===== config.mk =====
export PLATFORM = sky130hd
export DESIGN_NAME = square_seq_flat
export DESIGN_NICKNAME = d
export VERILOG_FILES = /design/src/rtl/square_seq_if.sv /design/src/rtl/square_seq.sv /design/src/flat_wrapper.sv
export SDC_FILE = /design/constraint.sdc
export NUM_CORES = 1
export LEC_CHECK = 0
export CORE_AREA = 2 2 126 141
export CTS_BUF_LIST = sky130_fd_sc_hd__clkbuf_16
export CTS_CLUSTER_SIZE = 10
export DETAILED_ROUTE_END_ITERATION = 8
export DIE_AREA = 0 0 128 143
export GPL_TIMING_DRIVEN = 0
export PLACE_DENSITY = 0.67
export SETUP_SLACK_MARGIN = 0.1
export SYNTH_ARGS = -nofsm -noshare
export SYNTH_HDL_FRONTEND = slang
export SYNTH_SLANG_ARGS = --single-unit
export TNS_END_PERCENT = 5

===== constraint.sdc =====
create_clock -name clk_i -period 3.4 [get_ports clk_i]
set_input_delay 0.51 -clock clk_i [delete_from_list [all_inputs] [get_ports clk_i]]
set_output_delay 0.51 -clock clk_i [all_outputs]
set_load 0.02 [all_outputs]

===== src/rtl/square_seq_if.sv =====
// square_seq_if: sample-in / result-out valid-ready handshake for the squarer
interface square_seq_if #(parameter int DATA_W = 16);
  logic [DATA_W-1:0] data_i;
  logic              valid_i;
  logic              ready_o;
  logic [DATA_W-1:0] data_o;
  logic              valid_o;
  logic              ready_i;
  modport slave  (input data_i, valid_i, ready_i, output ready_o, data_o, valid_o);
  modport master (output data_i, valid_i, ready_i, input ready_o, data_o, valid_o);
endinterface


===== src/rtl/square_seq.sv =====
// square_seq: signed fixed-point squarer, sign(x)*floor(|x|^2 >> FRAC_W) saturated,
// built on a DATA_W-iteration shift-add multiplier.
module square_seq #(
  parameter int DATA_W = 16,
  parameter int FRAC_W = 15
) (
  input logic          clk_i,
  input logic          rst_ni,
  square_seq_if.slave  bus
);
  localparam int CW = $clog2(DATA_W + 1);
  localparam logic [2*DATA_W-1:0] MAXN = {{DATA_W{1'b0}}, 1'b1, {(DATA_W-1){1'b0}}};
  localparam logic [2*DATA_W-1:0] MAXP = MAXN - 1'b1;
  typedef enum logic [1:0] {IDLE, MUL, SCALE, HOLD} state_t;
  state_t              state, state_nx;
  logic [2*DATA_W-1:0] acc, mcand, r;
  logic [DATA_W-1:0]   mult, mag, sat, res;
  logic [CW-1:0]       cnt;
  logic                neg, done;
  assign mag  = bus.data_i[DATA_W-1] ? -bus.data_i : bus.data_i;
  assign done = cnt == CW'(DATA_W);
  always_comb begin
    r           = acc >> FRAC_W;
    sat         = neg ? (r > MAXN ? MAXN[DATA_W-1:0] : r[DATA_W-1:0])
                      : (r > MAXP ? MAXP[DATA_W-1:0] : r[DATA_W-1:0]);
    res         = neg ? -sat : sat;
    bus.ready_o = state == IDLE;
    bus.valid_o = state == HOLD;
    state_nx    = state;
    case (state)
      IDLE:    state_nx = bus.valid_i ? MUL : IDLE;
      MUL:     state_nx = done ? SCALE : MUL;
      SCALE:   state_nx = HOLD;
      default: state_nx = bus.ready_i ? IDLE : HOLD;
    endcase
  end
  // MUL spends one extra cycle after the last iteration, giving DATA_W+2 edges of latency
  always_ff @(posedge clk_i or negedge rst_ni) begin
    if (!rst_ni) begin
      state      <= IDLE;
      acc        <= '0;
      mcand      <= '0;
      mult       <= '0;
      cnt        <= '0;
      neg        <= 1'b0;
      bus.data_o <= '0;
    end else begin
      state <= state_nx;
      case (state)
        IDLE: if (bus.valid_i) begin
          mcand <= {{DATA_W{1'b0}}, mag};
          mult  <= mag;
          acc   <= '0;
          cnt   <= '0;
          neg   <= bus.data_i[DATA_W-1];
        end
        MUL: if (!done) begin
          acc   <= mult[0] ? acc + mcand : acc;
          mcand <= mcand << 1;
          mult  <= mult >> 1;
          cnt   <= cnt + 1'b1;
        end
        SCALE:   bus.data_o <= res;
        default: ;
      endcase
    end
  end
endmodule


===== src/flat_wrapper.sv =====
// flat-port wrapper written by rule: the top's interface ports become plain ports
module square_seq_flat 
#(
  parameter int DATA_W = 16,
  parameter int FRAC_W = 15
)
  (clk_i, rst_ni, bus_data_i, bus_valid_i, bus_ready_i, bus_ready_o, bus_data_o, bus_valid_o);
  square_seq_if #(.DATA_W(DATA_W)) bus_i ();
  input logic clk_i;
  input logic rst_ni;
  input wire logic [$bits(bus_i.data_i)-1:0] bus_data_i;
  input wire logic [$bits(bus_i.valid_i)-1:0] bus_valid_i;
  input wire logic [$bits(bus_i.ready_i)-1:0] bus_ready_i;
  output wire logic [$bits(bus_i.ready_o)-1:0] bus_ready_o;
  output wire logic [$bits(bus_i.data_o)-1:0] bus_data_o;
  output wire logic [$bits(bus_i.valid_o)-1:0] bus_valid_o;
  assign bus_i.data_i = bus_data_i;
  assign bus_i.valid_i = bus_valid_i;
  assign bus_i.ready_i = bus_ready_i;
  assign bus_ready_o = bus_i.ready_o;
  assign bus_data_o = bus_i.data_o;
  assign bus_valid_o = bus_i.valid_o;
  square_seq #(.DATA_W(DATA_W), .FRAC_W(FRAC_W)) u_core (.clk_i(clk_i), .rst_ni(rst_ni), .bus(bus_i));
endmodule

==> parameters.txt <==
Parameter                              Value

Clock network
  CTS tree    yes
  Clock sink count    104
  Number of buffers created by CTS    9
  Register clock-pin slew on the reported worst setup and hold paths    70 ps
  CTS Root Cell    sky130_fd_sc_hd__clkbuf_16
  H-tree depth    3
  Insertion delay of the later-clocked pin in the worst-skew pair    360 ps
  Number of buffers on the longest clock path    2

Final layout
  Commonest cells after routing, fill and taps aside    sky130_fd_sc_hd__nand2_1, sky130_fd_sc_hd__dfrtp_1, sky130_fd_sc_hd__o21ai_0
  Synth-to-Final Area Change    15.2%
  Post-route cell area    7650 µm²
  Final design utilization    45.6%
  Fill cells    1,673
  Fraction of final layout cells with drive strength greater than 1    5.35%
  Diodes inserted    0
  Total number of nets in the final design    875
  Commonest non-fill, non-tap cell in the layout    sky130_fd_sc_hd__nand2_1

Routing
  Detailed Routing Iterations Pass 1    7
  First-iteration detailed-routing DRC count    309
  Via count    5,911
  Antenna Violating Nets Remaining    0
  Post-DR wirelength/cell    16.3 µm
  Number of DRC violations after detailed routing    0
  Final wirelength    16.8 mm
  Routed vias/inst    5.73

Setup path
  Chain of cells forming the critical path    ha_1 > fa_1 > a211oi_1 > o211ai_1 > nand4_1 > a2111oi_1 > nor3_1 > o31ai_1 > nor3_1 > a311oi_1
  Reg-to-reg setup timing slack    240 ps
  Crit-path slowest cell    sky130_fd_sc_hd__a2111oi_1
  Crit path capture type    flop
  Largest stage delay on the critical path    650 ps
  Data arrival time of the worst path    3390 ps
  Cell repeated most along the worst path    sky130_fd_sc_hd__nor3_1
  Reg-to-Reg Start    u_core.mcand[0]$_DFFE_PN0P_
  Element type at the critical path start    flop
  Buffers & Inverters on Critical Path    0
  Cell class contributing the biggest share of worst-path delay    compound AO/OA/AOI/OAI gates
  Worst r2r path cells    10
  Worst Path Max Fanout    3
  Type of the worst setup path    flop to flop
  Critical Path RT    3630 ps
  Endpoint of the lowest-slack register-to-register path    u_core.acc[30]$_DFFE_PN0P_

Power
  Clock network power share    15.5%
  Power density over the cells    942 nW/µm²
  Sequential fraction of design power    30.6%
  Peak supply drop    0.318 mV
  Internal cell power    3940 µW
  Combinational share of power    54.0%
  Total design power    7200 µW
  Net switching power figure    3260 µW
  Static power due to leakage    0.00332 µW
  Sw Share    45.2%

Floorplan
  Die extent in x    128 µm
  Core footprint    16,800 µm²
  Chip Height    143 µm
  Cell Rows    50
  Number of primary I/O pins    38
  Floorplan die area    18,300 µm²
  Starting density of the core    39.6%

STA
  Maximum clock rate    0.317 GHz
  Total negative slack for setup checks    0 ps
  Hold violation count in the final report    0
  Fin crit share    92.9%
  Number of slew-limit violations in the final report    0
  Final Skew    10.2 ps
  Final number of setup-violating endpoints    0
  Shortest period the worst path allows    3160 ps
  Setup repair after global routing missed its margin    yes
  Slew at the pin closest to its max-slew limit    829 ps
  Max-slew headroom at the worst pin    44.0%

Placement
  GPL Wtd Cong    0.883
  HPWL after detailed placement    12.6 mm
  Total placed instance area    7290 µm²
  Quantity of I/O buffers inserted on ports    37

Run status
  Result of the run    complete, no violations

GRT
  Global-route usage over all layers    19.3%
  Largest net degree at the start of global routing    69
  First-pass GRT wire length    27.9 mm
  Vias in the first global route    5,657
  Sum of overflow across all layers after global routing    0
  Initial antenna violation count    0

Synthesis
  FF+latch count, synth    104
  Part of the Yosys area used for sequential elements    39.2%
  Dominant combinational cell family by area after synthesis    compound AO/OA/AOI/OAI gates
  Commonest register cell after synthesis    sky130_fd_sc_hd__dfrtp_1
  Biggest area consumer among synthesized cells    sky130_fd_sc_hd__dfrtp_1
  Post-Synth Simple-Gate Area    19.9%
  Async set-or-reset flop fraction in the synthesized netlist    100%
  Post-Synth Adder-Cell Area    6.90%
  Top cell type's share of synthesized area    39.2%
  Top cells by area in the synthesized netlist    sky130_fd_sc_hd__dfrtp_1, sky130_fd_sc_hd__nand2_1, sky130_fd_sc_hd__ha_1
  Syn_nets    824
  Post-synthesis compound-gate area fraction    24.9%
  Number of flops mapped to enable cells by yosys    0
  Post-synthesis mux area share    0.773%
  Mean instance size in the synthesized netlist    8.64 µm²
  Unique masters post-synth    70
  Synthesized-area fraction occupied by xor and xnor cells    5.01%
  Number of warnings printed during yosys synthesis    0
  Post-synthesis cell count    768
  Area of the mapped netlist    6640 µm²

Worst hold path
  Class of the tightest hold or removal check    input pin to async pin

Run
  Total of max-cap violations    0
[flip-flops by register name, indices dropped and copies added, names as in the netlist]
name               count
u_core.acc            32
u_core.bus.data_o     16
u_core.cnt             5
u_core.mcand          32
u_core.mult           16
u_core.neg             1
u_core.state           2
[cells by family after synthesis]
logic type	Yosys count
simple gates	281
buf+inv	55
compound gates	249
fa+ha+maj	36
xor+xnor	38
mux	5
flops	104
[worst max-delay path by stage]
stage                                      from                                end  slack (ps)  cells after the start
floorplan            u_core.acc[25]$_DFFE_PN0P_  u_core.bus.data_o[12]$_DFFE_PN0P_         470                     13
CTS                 u_core.mcand[0]$_DFFE_PN0P_         u_core.acc[30]$_DFFE_PN0P_         130                     10
global placement                         rst_ni        u_core.mult[13]$_DFFE_PN0P_       -2220                      1
finish              u_core.mcand[0]$_DFFE_PN0P_         u_core.acc[30]$_DFFE_PN0P_         240                     10
global route        u_core.mcand[1]$_DFFE_PN0P_         u_core.acc[29]$_DFFE_PN0P_          50                      9
detailed placement   u_core.acc[19]$_DFFE_PN0P_  u_core.bus.data_o[12]$_DFFE_PN0P_         -30                     13
[per-layer routing]
metal / global-route usage, % / part of all wire, % / wire [µm]
met1: 23.8 / 45 / 7530
met2: 33.7 / 49 / 8250
met3: 2.77 / 3.4 / 566
met4: 8.16 / 2.6 / 437
met5: 0 / 0 / 0
[cell type report]
| type | instances | area [µm²] | area share (%) |
|---|---|---|---|
| clock inverter | 6 | 83.8 | 1.10 |
| tap | 208 | 260 | 3.40 |
| clock buffer | 9 | 225 | 2.95 |
| timing repair buffer | 41 | 418 | 5.47 |
| buffer | 40 | 164 | 2.14 |
| inverter | 14 | 52.6 | 0.687 |
| sequential | 104 | 2600 | 34.0 |
| multi-input combinational | 609 | 3840 | 50.2 |
[metrics by stage]
step,setup slack (ps),cells,hold WS [ps]
2_1_floorplan,466,768,214
3_3_place_gp,-2220,1013,462
3_5_place_dp,-32.2,1014,467
4_1_cts,132,1028,145
5_1_grt,52.6,1031,171
6_report,240,1031,130
[cells in the mapped netlist, types with 5 or more instances]
master / instances
sky130_fd_sc_hd__o22ai_1: 7
sky130_fd_sc_hd__xor2_1: 18
sky130_fd_sc_hd__ha_1: 35
sky130_fd_sc_hd__nand3_1: 40
sky130_fd_sc_hd__nor2_1: 38
sky130_fd_sc_hd__o21ai_0: 72
sky130_fd_sc_hd__clkbuf_1: 30
sky130_fd_sc_hd__nor3_1: 13
sky130_fd_sc_hd__o41ai_1: 5
sky130_fd_sc_hd__a221o_1: 10
sky130_fd_sc_hd__o21ai_1: 7
sky130_fd_sc_hd__inv_1: 14
sky130_fd_sc_hd__o21a_1: 5
sky130_fd_sc_hd__nand2_1: 132
sky130_fd_sc_hd__xnor2_1: 20
sky130_fd_sc_hd__and3_1: 6
sky130_fd_sc_hd__nand4_1: 7
sky130_fd_sc_hd__a211oi_1: 5
sky130_fd_sc_hd__o211ai_1: 18
sky130_fd_sc_hd__o31ai_1: 15
sky130_fd_sc_hd__or3_1: 6
sky130_fd_sc_hd__buf_2: 5
sky130_fd_sc_hd__o21bai_1: 9
sky130_fd_sc_hd__a21o_1: 17
sky130_fd_sc_hd__buf_1: 5
sky130_fd_sc_hd__nand2b_1: 6
sky130_fd_sc_hd__dfrtp_1: 104
sky130_fd_sc_hd__a21oi_1: 45
[timing repair]
item,CTS,global route
setup buffers,0,3
gates resized for setup,3,2
hold buffers,0,0
pin swaps,0,2
endpoints found under the setup margin,6,9
[power groups by stage]
stage          logic [µW]  clock network [µW]  registers (µW)
6_report             3880                1110            2200
5_1_grt              4370                1180            2280
4_1_cts              3840                1130            2190
3_5_place_dp         3800                   0            2200
3_3_place_gp         3730                   0            2190
2_1_floorplan        2720                   0            2180
(Power assumes the default switching activity.)
